$ cat config.mk
export PLATFORM = sky130hd
export DESIGN_NAME = cacheline_burst_adaptor
export DESIGN_NICKNAME = d
export VERILOG_FILES = /design/src/rtl/rv32i_types.sv /design/src/rtl/cacheline_burst_adaptor.sv
export SDC_FILE = /design/constraint.sdc
export NUM_CORES = 1
export LEC_CHECK = 0
export ABC_AREA = 1
export BUFFER_PORTS_ARGS = -buffer_cell sky130_fd_sc_hd__buf_2
export CELL_PAD_IN_SITES_DETAIL_PLACEMENT = 0
export CELL_PAD_IN_SITES_GLOBAL_PLACEMENT = 1
export CORE_AREA = 2 2 281 283
export CTS_BUF_LIST = sky130_fd_sc_hd__clkbuf_8
export CTS_CLUSTER_DIAMETER = 80
export DETAILED_ROUTE_END_ITERATION = 7
export DIE_AREA = 0 0 283 285
export MAX_ROUTING_LAYER = met4
export PLACE_DENSITY = 0.77
export SYNTH_ARGS = -nofsm -noshare
export SYNTH_HDL_FRONTEND = slang
export SYNTH_SLANG_ARGS = --single-unit
$ cat constraint.sdc
create_clock -name clk -period 4 [get_ports clk]
set_input_delay 0.8 -clock clk [delete_from_list [all_inputs] [get_ports clk]]
set_output_delay 0.8 -clock clk [all_outputs]
set_load 0.03 [all_outputs]
$ cat src/rtl/rv32i_types.sv
// Shared types and constants for the cacheline burst adaptor.
package rv32i_types;

   localparam int CLA_BEATS   = 4;
   localparam int CLA_BURST_W = 64;
   localparam int CLA_LINE_W  = 256;

   typedef enum logic [1:0] {
      CLA_IDLE = 2'd0,
      CLA_RD   = 2'd1,
      CLA_WR   = 2'd2,
      CLA_DONE = 2'd3
   } cla_state_t;

endpackage

$ cat src/rtl/cacheline_burst_adaptor.sv
// Converts single 256-bit cacheline requests into 4-beat 64-bit memory bursts.
// Optional beat timeout enabled by defining CACHELINE_BURST_ADAPTOR_TIMEOUT_EN.
module cacheline_burst_adaptor
   import rv32i_types::*;
#(
   parameter int TIMEOUT_CYCLES = 256
) (
   input  logic                   clk,
   input  logic                   rst,
   input  logic [CLA_LINE_W-1:0]  line_i,
   input  logic [31:0]            address_i,
   input  logic                   read_i,
   input  logic                   write_i,
   output logic [CLA_LINE_W-1:0]  line_o,
   output logic                   resp_o,
   input  logic [CLA_BURST_W-1:0] burst_i,
   input  logic                   resp_i,
   output logic [CLA_BURST_W-1:0] burst_o,
   output logic [31:0]            address_o,
   output logic                   read_o,
   output logic                   write_o,
   output logic                   err_o,
   output cla_state_t             state_dbg
);

   // Memory handshake: in RD/WR a beat completes on any cycle with resp_i=1;
   // resp_i is ignored in IDLE and DONE, and gaps between beats are allowed.

   cla_state_t              state_q, state_d;
   logic [1:0]              cnt;
   logic [7:0]              beat_lsb;
   logic [31:0]             addr_q;
   logic [CLA_LINE_W-1:0]   wr_line;
   logic [CLA_LINE_W-1:0]   rd_line;
   logic                    in_burst;
   logic                    timeout_hit;

   assign beat_lsb = {cnt, 6'd0};
   assign in_burst = (state_q == CLA_RD) || (state_q == CLA_WR);

`ifdef CACHELINE_BURST_ADAPTOR_TIMEOUT_EN
   localparam int TO_W = $clog2(TIMEOUT_CYCLES + 1);

   logic [TO_W-1:0] to_cnt;
   logic            err_q;
   logic            unused_ok;

   assign timeout_hit = in_burst && !resp_i && (to_cnt == TO_W'(TIMEOUT_CYCLES - 1));
   assign err_o       = err_q;
   assign unused_ok   = ^address_i[4:0];

   // Counts consecutive idle beat cycles; any accepted beat restarts the window.
   always_ff @(posedge clk) begin
      if (rst) begin
         to_cnt <= '0;
         err_q  <= 1'b0;
      end else begin
         err_q <= timeout_hit;
         if (in_burst && !resp_i && !timeout_hit) to_cnt <= to_cnt + 1'b1;
         else                                     to_cnt <= '0;
      end
   end
`else
   logic unused_ok;

   assign timeout_hit = 1'b0;
   assign err_o       = 1'b0;
   assign unused_ok   = ^{address_i[4:0], TIMEOUT_CYCLES};
`endif

   always_ff @(posedge clk) begin
      if (rst) state_q <= CLA_IDLE;
      else     state_q <= state_d;
   end

   always_comb begin
      state_d = state_q;
      case (state_q)
         CLA_IDLE: begin
            if (write_i)     state_d = CLA_WR;
            else if (read_i) state_d = CLA_RD;
         end
         CLA_RD, CLA_WR: begin
            if (resp_i && (cnt == 2'd3)) state_d = CLA_DONE;
            else if (timeout_hit)        state_d = CLA_IDLE;
         end
         CLA_DONE: state_d = CLA_IDLE;
         default:  state_d = CLA_IDLE;
      endcase
   end

   always_comb begin
      read_o    = (state_q == CLA_RD);
      write_o   = (state_q == CLA_WR);
      resp_o    = (state_q == CLA_DONE);
      burst_o   = '0;
      if (state_q == CLA_WR) burst_o = wr_line[beat_lsb +: CLA_BURST_W];
      line_o    = rd_line;
      address_o = {addr_q[31:5], 5'b0};
      state_dbg = state_q;
   end

   // Fill buffer is only touched by RD beats, so line_o holds after DONE.
   always_ff @(posedge clk) begin
      if (rst) begin
         cnt     <= '0;
         addr_q  <= '0;
         wr_line <= '0;
         rd_line <= '0;
      end else begin
         case (state_q)
            CLA_IDLE: begin
               cnt <= '0;
               if (write_i) begin
                  addr_q  <= address_i;
                  wr_line <= line_i;
               end else if (read_i) begin
                  addr_q  <= address_i;
               end
            end
            CLA_RD: begin
               if (resp_i) begin
                  rd_line[beat_lsb +: CLA_BURST_W] <= burst_i;
                  cnt <= cnt + 2'd1;
               end
            end
            CLA_WR: begin
               if (resp_i) cnt <= cnt + 2'd1;
            end
            default: cnt <= '0;
         endcase
      end
   end

endmodule
## Word-level counts from Yosys, hierarchy flattened

Cells that the tools add are included.

| storage, ports and cells | value |
|---|---|
| input bits | 357 |
| word-level logic and storage cells | 34 |
| memory bits (writable) | 0 |
| register bits after elaboration | 548 |
| ROM bits | 0 |
| output and inout port bits | 358 |
| memories kept | 0 |
| bits in latches | 0 |

| operators by class | value |
|---|---|
| mux-type cells | 8 |
| bitwise gates (word level) | 1 |
| shift-type cells | 3 |
| equal/unequal tests | 6 |
| reductions and logical operators | 9 |
| div/mod/pow operators | 0 |
| multiply operators | 0 |
| magnitude comparators | 0 |
| $add $sub $neg | 2 |

Operators by type and width:

| cell | number |
|---|---|
| bitwise mux 256 bit | 1 |
| variable shift 64 x 10 -> 256 bit (first input constant) | 1 |
| indexed part select 256 x 9 -> 64 bit | 1 |
| indexed part select 64 x 10 -> 256 bit | 1 |
| two-way mux 32 bit | 2 |
| two-way mux 64 bit | 1 |
| negator 8 -> 10 bit | 1 |
| AND reduction 2 bit | 4 |
| equality test 2 bit (second input constant) | 3 |
| two-way mux 2 bit | 3 |
| case mux 2 bit (3 select lines) | 1 |
| OR reduction 2 bit | 2 |
| != test 3 bit (second input constant) | 1 |
| adder 2 x 1 -> 2 bit (second input constant) | 1 |
| equality test 2 x 1 -> 1 bit (second input constant) | 1 |
| logical NOT 2 bit | 1 |
| != test 2 x 1 -> 1 bit (second input constant) | 1 |
| nonzero test 2 bit | 1 |
| logical AND 1 bit | 1 |
| NOT 1 bit | 1 |

## Logic depth before layout (Yosys ltp)

Gate-level depths: netlist of run 1.

| depth | value |
|---|---|
| word-level depth | 4 |
| gate-level depth with buffers | 12 |
| depth with buffers taken out | 7 |

## Worst setup path after synthesis of run 1

No wires, ideal clock.

| timing path | value |
|---|---|
| path kind | reg-to-output |
| start | register state_q[1] (netlist: state_dbg[1]) |
| end | output burst_o[10] |
| data required time | 3.200 ns |
| arrival | 1.792 ns |
| buffers on the path | 1 |
| stages on the path, launching flop included | 5 |
| slack | 1.408 ns |
| cells stage by stage | dfxtp_1 ha_1 inv_2 clkbuf_1 a21oi_1 |

| on the way | value |
|---|---|
| word-level cells in the longest chain between the ends | 2 |

Ends and longest elaborated chain:

| element | line | text |
|---|---|---|
| start, declared | cacheline_burst_adaptor.sv:29 | `cla_state_t state_q, state_d;` |
| start signal, assigned | cacheline_burst_adaptor.sv:73 | `else state_q <= state_d;` |
| equality test 2 bit | -- |  |
| via write_o | cacheline_burst_adaptor.sv:21 | `output logic write_o,` |
| two-way mux 64 bit | cacheline_burst_adaptor.sv:97 | `if (state_q == CLA_WR) burst_o = wr_line[beat_lsb +: CLA_BURST_W];` |
| end, declared | cacheline_burst_adaptor.sv:18 | `output logic [CLA_BURST_W-1:0] burst_o,` |

The timed path passes the listed nets, and every way through them passes these cells.

## Worst setup path in the final report of run 1

| timing path | value |
|---|---|
| start | register cnt[0] |
| end | output burst_o[13] |

| on the way | value |
|---|---|
| word-level cells in the longest chain between the ends | 2 |

Ends and longest elaborated chain:

| element | line | text |
|---|---|---|
| start, declared | cacheline_burst_adaptor.sv:30 | `logic [1:0] cnt;` |
| start signal, assigned | cacheline_burst_adaptor.sv:124 | `cnt <= cnt + 2'd1;` |
| start signal, assigned | cacheline_burst_adaptor.sv:128 | `if (resp_i) cnt <= cnt + 2'd1;` |
| indexed part select 256 x 9 -> 64 bit | cacheline_burst_adaptor.sv:97 |  |
| two-way mux 64 bit | cacheline_burst_adaptor.sv:97 |  |

No other way between the ends.

==> flow_summary_export.csv, run 1 <==
group,metric,value,unit
synth,ys_ff_latch,543,
timing,fmax,0.2746,GHz
timing,finalSetupViolCount,0,
placed_design,portBuffers,703,
synth,yosys_warnings,0,
global_routing,grt_pass1_wl,129200,um
setup_path,end_kind,"primary output",
outcome,status,"finished clean",
synth,ys_top_cells_by_area,"dfxtp_1, nor2_1, o21ai_0",
synth,yosys.area.top_type,"dfxtp_1",
layout,nNetsFinal,4075,
setup_path,cp-startpoint,"cnt[0]",
pwr,seq_power_share,39.4,%
timing,fin_skew,0.03763,ns
clock_network,cts_tree,"yes",
setup_path,required,3.20,ns
route,ant_nets,0,
timing,drv_slew,0,
route,drc,0,
floorplanning,die-area,0.08066,mm2
floorplanning,die_h,285,um
setup_path,path_common_cell,"nor2_1",
clock_network,clk_pin_slew_worst_paths,0.06,ns
setup_path,worstPathCellList,"buf_12, nor2_1, nor2_1, o21ai_0, a21oi_1, buf_2",
synth,synth_ff_type,"dfxtp_1",
global_routing,grt_max_degree,189,
clock_network,postCtsSetupRepairBufs,0,
clock_network,cts_made_buffers,97,
pwr,p_sw,6.997,mW
setup_path,endpoint,"burst_o[13]",
floorplanning,rows,103,
placed_design,hpwl,57960,um
floorplanning,fp.dieW,283,um
route,firstDrtPassIters,5,
clock_network,clk_latency,0.71,ns
pwr,p_per_area,620.3,mW/mm2
layout,drive_above_1_share,23.61,%
placed_design,gp_congestion,0.8601,
pwr,p_int,10.46,mW
synth,syn-mean-instance-area,7.150,um2
setup_path,worstSetupStartpointType,"register",
floorplanning,core_area,0.07797,mm2
synth,synth.most_common_cell,"nor2_1",
timing,tns,0,ns
synth,synth_common_cells,"nor2_1, dfxtp_1, nand2_1",
route,wirelength,86370,um
global_routing,first_global_vias,21230,
setup_path,r2r_end,"line_o[26]",
setup_path,critPathMaxStageDelay,0.38,ns
synth,synthArstFlopShare,0,%
setup_path,cp_max_fo,136,
global_routing,grt_antenna_before_repair,36,
floorplanning,start_util,28.60,%
pwr,swShare,40.08,%
route,routedWlPerCell,17.77,um
pwr,ir_drop,0.0003802,V
timing,worst_pin_slew,1.100,ns
synth,synth_edf_count,0,
floorplanning,ioPinCount,715,
route,avgViaCountPerCell,4.681,
route,drt_iter0_markers,1526,
pwr,pwr-share-clk,27.8,%
global_routing,grt-ovfl-total,0,
flow_run,drv_cap,0,
setup_path,critPathKind,"reg2out",
timing,hold_viol,0,
layout,utilization,36.09,%
pwr,leakage,12.47,nW
clock_network,hold_buffers,0,
setup_path,timing.rr.start,"cnt[1]",
pwr,finalPower,17.46,mW
timing,min_period,3.642,ns
setup_path,cpMaxStageDelayCell,"dfxtp_4",
global_routing,track_usage,21.14,%
clock_network,root_buffer,"clkbuf_8",
synth,syn_area,0.02230,mm2
clock_network,clockBufferDepth,3,
timing,fin_crit_sh,91.04,%
pwr,comb_power_share,32.8,%
setup_path,rrSetupSlack,1.25,ns
layout,syn_to_final_growth,26.22,%
synth,netlist.area_leader.share,48.76,%
synth,yosysUniqueCellTypes,26,
route,num_vias,22750,
synth,synthesis.instances,3118,
timing,rsz0062_at_grt,"false",
clock_network,htree_levels,3,
setup_path,r2r_cells,7,
hold_path,hold_class,"in2reg",
clock_network,clock_sinks,543,
synth,ys_seq_area_share,48.76,%
timing,slew_headroom,26.63,%
clock_network,cts_resized,0,
setup_path,crit_arrival,2.84,ns
[worst max-delay path: cells and delay by family (launching register included)]
family	cells	cell delay [ns]
buffers and inverters	2	0.59
and+or+nand+nor	2	0.46
DFF	1	0.38
AOI/OAI and AO/OA	2	0.29
[metal layers]
layer / routed length (um) / track usage, % / vias up
li1: - / - / 11330
met1: 35510 / 24.41 / 10500
met2: 41430 / 34.98 / 771
met3: 6946 / 6.464 / 149
met4: 2478 / 6.755 / 0
met5: 0 / - / -
[flip-flops by register name, summed over array words and instances (netlist names)]
register,count
line_o,256
state_dbg,2
cnt,2
wr_line,256
addr_q,27
[power by group through the flow]
stage	clock [mW]	combinational [mW]	sequential [mW]
6_report	4.86	5.72	6.88
4_1_cts	5.03	5.79	6.88
2_1_floorplan	0	3.66	7.23
3_5_place_dp	0	5.78	6.99
5_1_grt	5.28	6.36	7.00
3_3_place_gp	0	5.75	6.97
[final cells by class]
| type | count | area [um2] |
|---|---|---|
| timing repair buffer | 745 | 4015 |
| tap | 1050 | 1314 |
| sequential | 543 | 10880 |
| fill | 8614 | 49830 |
| inverter | 79 | 314.1 |
| clock buffer | 107 | 1473 |
| antenna | 40 | 100.1 |
| clock inverter | 54 | 277.8 |
| multi-input combinational | 2242 | 9769 |
[stage by stage]
step	setup WS (ns)	instance area [um2]	hold WS, ns	instances
2_1_floorplan	1.408	22310	0.4495	3123
3_3_place_gp	1.123	26290	0.4486	4659
3_5_place_dp	1.138	26290	0.4519	4659
4_1_cts	0.3423	28040	0.2388	4820
5_1_grt	0.3081	28130	0.2797	4854
6_report	0.3583	28140	0.3418	4860
[kinds of logic after synthesis]
family                   synth area share, %
AND/OR/NAND/NOR                        26.46
AO/OA/AOI/OAI                          16.59
flip-flops                             48.76
buffers and inverters                  7.571
adder cells (fa/ha/maj)               0.5612
XOR/XNOR                             0.03929
other                                0.01682
[worst min path at each step]
stage                        from      endpoint  slack (ns)  cells after the start
floorplan            wr_line[100]  wr_line[100]        0.45                      2
global route          line_i[209]  wr_line[209]        0.28                      3
CTS                 address_i[19]    addr_q[19]        0.24                      3
detailed placement    line_o[127]   line_o[127]        0.45                      2
finish              address_i[19]    addr_q[19]        0.34                      3
global placement       line_o[23]    line_o[23]        0.45                      2
[cell usage in the layout (no fill, tap or decap), drive strengths merged, types with 6 or more instances in the layout]
master,instances
a21oi,320
dfxtp,543
nand3,66
diode,40
nand4,64
ha,10
clkbuf,107
nand2,462
conb,6
buf,745
nor2,895
o21ai,417
inv,127
Note: power is estimated with default switching activity, not from simulation.
==> run 2, diff against run 1 <==
==> constraint.sdc (replaced) <==
create_clock -name clk -period 4.55 [get_ports clk]
set_input_delay 0.91 -clock clk [delete_from_list [all_inputs] [get_ports clk]]
set_output_delay 0.91 -clock clk [all_outputs]
set_load 0.02 [all_outputs]
==> run 2 against run 1 <==
Against the previous run:
- clock skew fell by 0.0012 ns
- critical path depth did not move
- cell count barely moved
- cell area rose by 0.43%
- global-route usage rose by 0.34 points
- non-clock buffer count fell by 2
- worst setup slack improved by 0.37 ns
- register-to-register slack improved by 0.20 ns
- critical endpoint is now burst_o[19]
- largest power group unchanged
- highest routed layer unchanged
==> flow_summary_export.csv, run 2 (synthesized netlist as in run 1, its figures left out) <==
group,metric,value,unit
hold_path,hold_class,"in2reg",
outcome,status,"finished clean",
timing,min_period,3.826,ns
global_routing,first_global_vias,21550,
route,routedWlPerCell,18.07,um
route,firstDrtPassIters,5,
timing,worst_slack,0.7242,ns
pwr,ir_drop,0.0002604,V
clock_network,clk_pin_slew_worst_paths,0.06,ns
floorplanning,rows,103,
clock_network,cts_resized,0,
layout,final_design_area_no_fill,0.02826,mm2
clock_network,cts_tree,"yes",
placed_design,gp_congestion,0.8418,
clock_network,hold_buffers,0,
layout,drive_above_1_share,23.96,%
layout,fillCellCount,8717,
clock_network,cts_made_buffers,97,
floorplanning,core_area,0.07797,mm2
clock_network,root_buffer,"clkbuf_8",
clock_network,clock_sinks,543,
hold_path,hp-start,"line_i[210]",
placed_design,dpl_cell_area,0.02620,mm2
setup_path,critPathKind,"reg2out",
floorplanning,die_h,285,um
pwr,leakage,12.52,nW
timing,drv_slew,0,
setup_path,required,3.64,ns
layout,utilization,36.25,%
route,drc,0,
floorplanning,fp.dieW,283,um
setup_path,end_kind,"primary output",
timing,worst_pin_slew,1.066,ns
timing,fin_crit_sh,84.08,%
route,num_vias,22780,
clock_network,clk_latency,0.69,ns
global_routing,grt_max_degree,118,
floorplanning,start_util,28.60,%
setup_path,crit_arrival,2.92,ns
setup_path,cp_max_fo,111,
placed_design,place_ws,1.400,ns
pwr,finalPower,15.41,mW
clock_network,htree_levels,3,
floorplanning,die-area,0.08066,mm2
timing,fin_skew,0.03644,ns
timing,tns,0,ns
route,ant_nets,0,
global_routing,track_usage,21.48,%
floorplanning,ioPinCount,715,
layout,stdcell_count,4862,
pwr,p_per_area,545.2,mW/mm2
timing,rsz0062_at_grt,"false",
timing,hold_viol,0,
layout,nNetsFinal,4073,
layout,mostFrequentLayoutCells,"nor2_1, buf_2, dfxtp_1",
route,avgViaCountPerCell,4.686,
route,wirelength,87850,um
timing,fmax,0.2614,GHz
layout,final_common_cell,"nor2_1",
placed_design,portBuffers,703,
global_routing,grt-ovfl-total,0,
placed_design,post-place-cells,4657,
placed_design,hpwl,58840,um
clock_network,clockBufferDepth,3,
clock_network,postCtsSetupRepairBufs,0,
flow_run,drv_cap,0,
timing,finalSetupViolCount,0,
global_routing,grt_antenna_before_repair,33,
setup_path,cp-startpoint,"cnt[0]",
setup_path,worstSetupStartpointType,"register",
timing,slew_headroom,28.97,%
global_routing,grt_pass1_wl,131100,um
timing,hold_ws,0.4473,ns
setup_path,timing.rr.start,"cnt[0]",
route,drt_iter0_markers,1490,
layout,syn_to_final_growth,26.76,%
==> run 2: cell types whose count changed in the layout (fill, tap and decap cells not counted) <==
cell and change:
buf_12 -6, bufinv_16 +2, buf_4 +4, clkbuf_8 +14, clkinv_2 +3, diode_2 -5
inv_1 -8, inv_6 -1, inv_4 -1
==> run 2: metal layers <==
| metal | part of all wire (%) | vias up | track usage [%] |
|---|---|---|---|
| met4 | 4.3 | 0 | 9.495 |
| li1 | - | 11310 | - |
| met5 | 0 | - | - |
| met3 | 8.8 | 188 | 7.192 |
| met2 | 47 | 784 | 34.12 |
| met1 | 40 | 10500 | 24.59 |
==> run 2: worst paths after layout <==
check	cells past startpoint	slack (ns)	to
setup / recovery	6	0.72	burst_o[19]
hold / removal	3	0.45	wr_line[210]
setup reg to reg	9	1.45	line_o[147]
hold reg to reg	2	0.46	line_o[126]
==> run 2: report_power, final <==
part,leakage [nW],switching (mW),internal [mW]
Combinational,6.95,3.34,1.35
Sequential,4.44,0.455,5.61
Clock,1.13,2.13,2.52
Total,12.5,5.93,9.48
==> run 2: area by class of cell <==
cell class              count  area (um2)  area share (%)
well taps                1050        1314           4.649
flip-flops and latches    543       10880           38.49
clock inverters            49       307.8           1.089
repair buffers            743        3925           13.89
multi-input cells        2242        9769           34.57
clock buffers             121        1665           5.893
diodes                     35       87.58          0.3099
inverters                  79       314.1           1.111
==> run 2: worst max-delay path: stages (launching register included) <==
cell and delay, ns:
dfxtp_4 0.70, buf_12 0.45, nor2_1 0.10, nor2_1 0.31, o21ai_0 0.15, a21oi_1 0.18
buf_2 0.19
